<file path="src/rtl/result_fifo_1210708.sv">
// Registered output stage of the multifunction ALU: buffers signed results with their
// operation select and zero/negative/overflow status behind a valid/ready handshake.
module result_fifo_1210708 #(
  parameter int N     = 4,
  parameter int DEPTH = 4
) (
  input  logic                     clk,
  input  logic                     rst,
  input  logic                     in_valid,
  output logic                     in_ready,
  input  logic [N+1:0]             in_result,
  input  logic [2:0]               in_sel,
  output logic                     out_valid,
  input  logic                     out_ready,
  output logic [N+1:0]             out_result,
  output logic [2:0]               out_sel,
  output logic                     out_zero,
  output logic                     out_neg,
  output logic                     out_ovf,
  output logic [$clog2(DEPTH):0]   count,
  output logic                     overrun
);

  localparam int AW = $clog2(DEPTH);
  localparam int CW = AW + 1;
  localparam logic [CW-1:0] FULL_COUNT = CW'(DEPTH);

  logic [N+1:0]  r_mem_result [DEPTH];
  logic [2:0]    r_mem_sel    [DEPTH];
  logic [2:0]    r_mem_flags  [DEPTH];
  logic [AW-1:0] r_wr_ptr;
  logic [AW-1:0] r_rd_ptr;
  logic [CW-1:0] r_count;
  logic          r_overrun;

  logic w_full;
  logic w_empty;
  logic w_push;
  logic w_pop;
  logic w_zero;
  logic w_neg;
  logic w_ovf;

  assign w_full    = (r_count == FULL_COUNT);
  assign w_empty   = (r_count == '0);
  assign in_ready  = !w_full;
  assign out_valid = !w_empty;
  assign w_push    = in_valid && !w_full;
  assign w_pop     = !w_empty && out_ready;

  // A result fits the N-bit signed range exactly when its top three bits agree.
  assign w_zero = (in_result == '0);
  assign w_neg  = in_result[N+1];
  assign w_ovf  = !((in_result[N+1:N-1] == '0) || (in_result[N+1:N-1] == '1));

  always_ff @(posedge clk or posedge rst) begin
    if (rst) begin
      r_wr_ptr  <= '0;
      r_rd_ptr  <= '0;
      r_count   <= '0;
      r_overrun <= 1'b0;
    end else begin
      if (w_push) r_wr_ptr <= r_wr_ptr + AW'(1);
      if (w_pop)  r_rd_ptr <= r_rd_ptr + AW'(1);
      case ({w_push, w_pop})
        2'b10:   r_count <= r_count + CW'(1);
        2'b01:   r_count <= r_count - CW'(1);
        default: r_count <= r_count;
      endcase
      if (in_valid && w_full) r_overrun <= 1'b1;
    end
  end

  // NOTE: storage has no reset; its contents are never visible while count is 0.
  always_ff @(posedge clk) begin
    if (w_push) begin
      r_mem_result[r_wr_ptr] <= in_result;
      r_mem_sel[r_wr_ptr]    <= in_sel;
      r_mem_flags[r_wr_ptr]  <= {w_zero, w_neg, w_ovf};
    end
  end

  always_comb begin
    out_result = '0;
    out_sel    = '0;
    out_zero   = 1'b0;
    out_neg    = 1'b0;
    out_ovf    = 1'b0;
    if (out_valid) begin
      out_result                   = r_mem_result[r_rd_ptr];
      out_sel                      = r_mem_sel[r_rd_ptr];
      {out_zero, out_neg, out_ovf} = r_mem_flags[r_rd_ptr];
    end
  end

  assign count   = r_count;
  assign overrun = r_overrun;

endmodule
</file>
<file path="config.mk">
export PLATFORM = sky130hd
export DESIGN_NAME = result_fifo_1210708
export DESIGN_NICKNAME = d
export VERILOG_FILES = /design/src/rtl/result_fifo_1210708.sv
export SDC_FILE = /design/constraint.sdc
export NUM_CORES = 1
export LEC_CHECK = 0
export BUFFER_PORTS_ARGS = -buffer_cell sky130_fd_sc_hd__buf_2
export CORE_AREA = 2 2 88 90
export DETAILED_ROUTE_END_ITERATION = 10
export DIE_AREA = 0 0 90 92
export SYNTH_ARGS = -nofsm -noshare
export SYNTH_HDL_FRONTEND = slang
export SYNTH_SLANG_ARGS = --single-unit
export TNS_END_PERCENT = 10
</file>
<file path="constraint.sdc">
create_clock -name clk -period 2.7 [get_ports clk]
set_input_delay 0.27 -clock clk [delete_from_list [all_inputs] [get_ports clk]]
set_output_delay 0.27 -clock clk [all_outputs]
set_load 0.02 [all_outputs]
</file>
==> flow_metrics.tcl <==
set metrics [dict create \
    status "finished, final reports clean" \
    grt.total_usage 0.103 \
    vdd_drop_max_uv 574 \
    drc 0 \
    switching_share 0.329 \
    reg2reg_depth 9 \
    hold_viol_final 0 \
    finalCritPeriodShare 0.854 \
    ys_top_cells_by_area "edfxtp_1 61%, dfrtp_1 9.2%, mux4_2 8.3%" \
    finalWirelength_mm 3.92 \
    synth_top_cell_area_share 0.610 \
    slowest_delay_ns 0.66 \
    synthesis.nets 135 \
    fp.coreArea_um2 7450 \
    ff2ff_setup_slack_ns 0.68 \
    nets 171 \
    skew_ns 0.0120 \
    r2r-start "count[0]" \
    path_cells "buf_4, mux4_2, and2_1, buf_2" \
    clock-root-buffer "clkbuf_8" \
    dp_hpwl_mm 2.68 \
    path_clk_slew_ns 0.09 \
    die_h_um 92 \
    syn_to_final_growth_pct 20.0 \
    placed_cell_area_um2 2430 \
    final_cell_mix "44 x edfxtp_1, 30 x buf_2, 16 x and2_1" \
    layout_commonest_cell "edfxtp_1" \
    start_util 0.291 \
    grtUsageMet3 0.0353 \
    die_w_um 90 \
    io_pins 31 \
    cts_buffers 5 \
    rsz0062_at_grt "no" \
    hp-class "primary input to register" \
    antenna_cells 0 \
    insertion_delay_ns 0.30 \
    gr-total-overflow 0 \
    slew_headroom 0.556 \
    antenna_found_initial 0 \
    grt_max_degree 17 \
    wl_per_cell_um 15.4 \
    ys_seq_area_frac 0.702 \
    drv_slew 0 \
    dieArea_um2 8280 \
    startpoint_type "register" \
    clockBufferDepth 2 \
    detail_route.vias_per_cell 4.27 \
    min_to "overrun" \
    utilization 0.349 \
    leakagePower_nw 0.963 \
    htree_levels 2 \
    vias 1089 \
    tightestPinTransition_ns 0.666 \
    ys_warn_count 0 \
    synth.cell_area_um2 2170 \
    fin_crit_ns 2.31 \
    ant_nets 0 \
    worstReg2RegEnd "count[2]" \
    hold_depth 2 \
    layout.cells.non_filler 255 \
    min_from "in_valid" \
    maxCapViolations 0 \
    ys_seq_elements 52 \
    first_pass_iters 4 \
    drt_iter0_markers 46 \
    rows 32 \
    power_frac_comb 0.360 \
    numPortBuffers 30 \
    cellPowerDensity_nw_per_um2 1160 \
    clkSinkCount 52 \
    timing_worst_setup_path_type "register to output port" \
    syn_inst 116 \
    yosys.area.top_type "edfxtp_1" \
    intPower_mw 2.03 \
    switchingPower_uw 995 \
    met2_usage 0.177 \
    holdWs_ns 0.183 \
    grt_busiest_layer "met2" \
    crit_path_end_kind "output port" \
    ys_types 25 \
    drive_above_1_share 0.327 \
    avgSynthCellArea_um2 18.7 \
    dp.cells 246 \
    crit_arrival_ns 2.04 \
    post-cts-setup-buffer-count 0 \
    max_clock_freq_mhz 434 \
    grt_pass1_wl_mm 6.51 \
    power_frac_clock 0.234 \
    setup-tns-final_ns 0 \
    grt_pass1_vias 1241 \
    place_congestion 0.673 \
    critPathRequiredTime_ns 2.43 \
    sequentialPowerShare 0.406 \
    cp_slowest_cell "dfrtp_1" \
    path_max_fanout 9 \
    finalSetupViolations 0 \
    finalInstanceArea_um2 2600 \
    groute.layer.met1.usage 0.125 \
    cts_tree "done" \
]
==> power by group through the flow <==
| stage | Clock, mW | Sequential (mW) | Combinational [mW] |
|---|---|---|---|
| 2_1_floorplan | 0 | 1.20 | 0.813 |
| 3_3_place_gp | 0 | 1.24 | 1.10 |
| 3_5_place_dp | 0 | 1.25 | 1.12 |
| 4_1_cts | 0.724 | 1.23 | 1.12 |
| 5_1_grt | 0.755 | 1.26 | 1.20 |
| 6_report | 0.708 | 1.23 | 1.09 |
==> what timing repair did <==
| item | 4_1_cts | 5_1_grt |
|---|---|---|
| resized for setup | 0 | 0 |
| hold endpoints to repair | 8 | 0 |
| hold buffers | 1 | 0 |
==> worst max path at each step <==
stage | start | end | cells past startpoint
after floorplan | count[1] | count[2] | 8
final | r_rd_ptr[0] | out_ovf | 4
after detailed placement | r_rd_ptr[0] | out_ovf | 4
after global routing | r_rd_ptr[0] | out_ovf | 4
after CTS | r_rd_ptr[0] | out_ovf | 4
after global placement | count[0] | count[2] | 9
==> per-layer routing <==
metal | share of wire | wire, µm
met4 | 0.0079 | 31
met2 | 0.51 | 2020
met3 | 0.066 | 258
met5 | 0 | 0
met1 | 0.41 | 1620
==> cells in the mapped netlist, drive strengths merged <==
library cell,count
and2,16
inv,8
xnor2,3
ha,5
a21o,1
mux2,1
or3,1
buf,3
xor2,3
fa,1
or4,1
edfxtp,44
nor2b,1
clkbuf,1
and3,1
dfrtp,8
mux2i,1
mux4,11
nor3b,1
nor3,2
nor2,2
nand3,1
==> flip-flops by register name (all words and copies together), names as in the netlist <==
signal and cells:
r_mem_result 20, r_mem_flags 12, r_mem_sel 12, count 3, r_rd_ptr 2, r_wr_ptr 2, overrun 1
==> cell type report <==
cell class	count	area [µm²]
clock buffers	5	68.8
clock inverters	3	90.1
fillers	736	4850
inverters	8	30.0
multi-input cells	52	587
flip-flops and latches	52	1520
well taps	102	128
repair buffers	33	175
==> metrics by stage <==
stage	power (mW)	setup WS, ns
after global routing	3.21	0.255
after detailed placement	2.37	0.669
final	3.03	0.395
after floorplan	2.02	0.734
after global placement	2.34	0.711
after CTS	3.08	0.330
==> cell families after synthesis <==
group                      synth area share
DFF                                   0.702
muxes                                 0.129
buffers and inverters                0.0266
xor gates and xnor gates             0.0243
adders and majority gates            0.0381
and+or+nand+nor                      0.0757
AOI/OAI and AO/OA                   0.00347
==> critical path: cells and delay by family, from the launching register on <==
family,cells,cell delay (ns)
multiplexers,1,0.50
AND/OR/NAND/NOR,1,0.17
buffers and inverters,2,0.41
flip-flops,1,0.66
(Power assumes the default switching activity.)
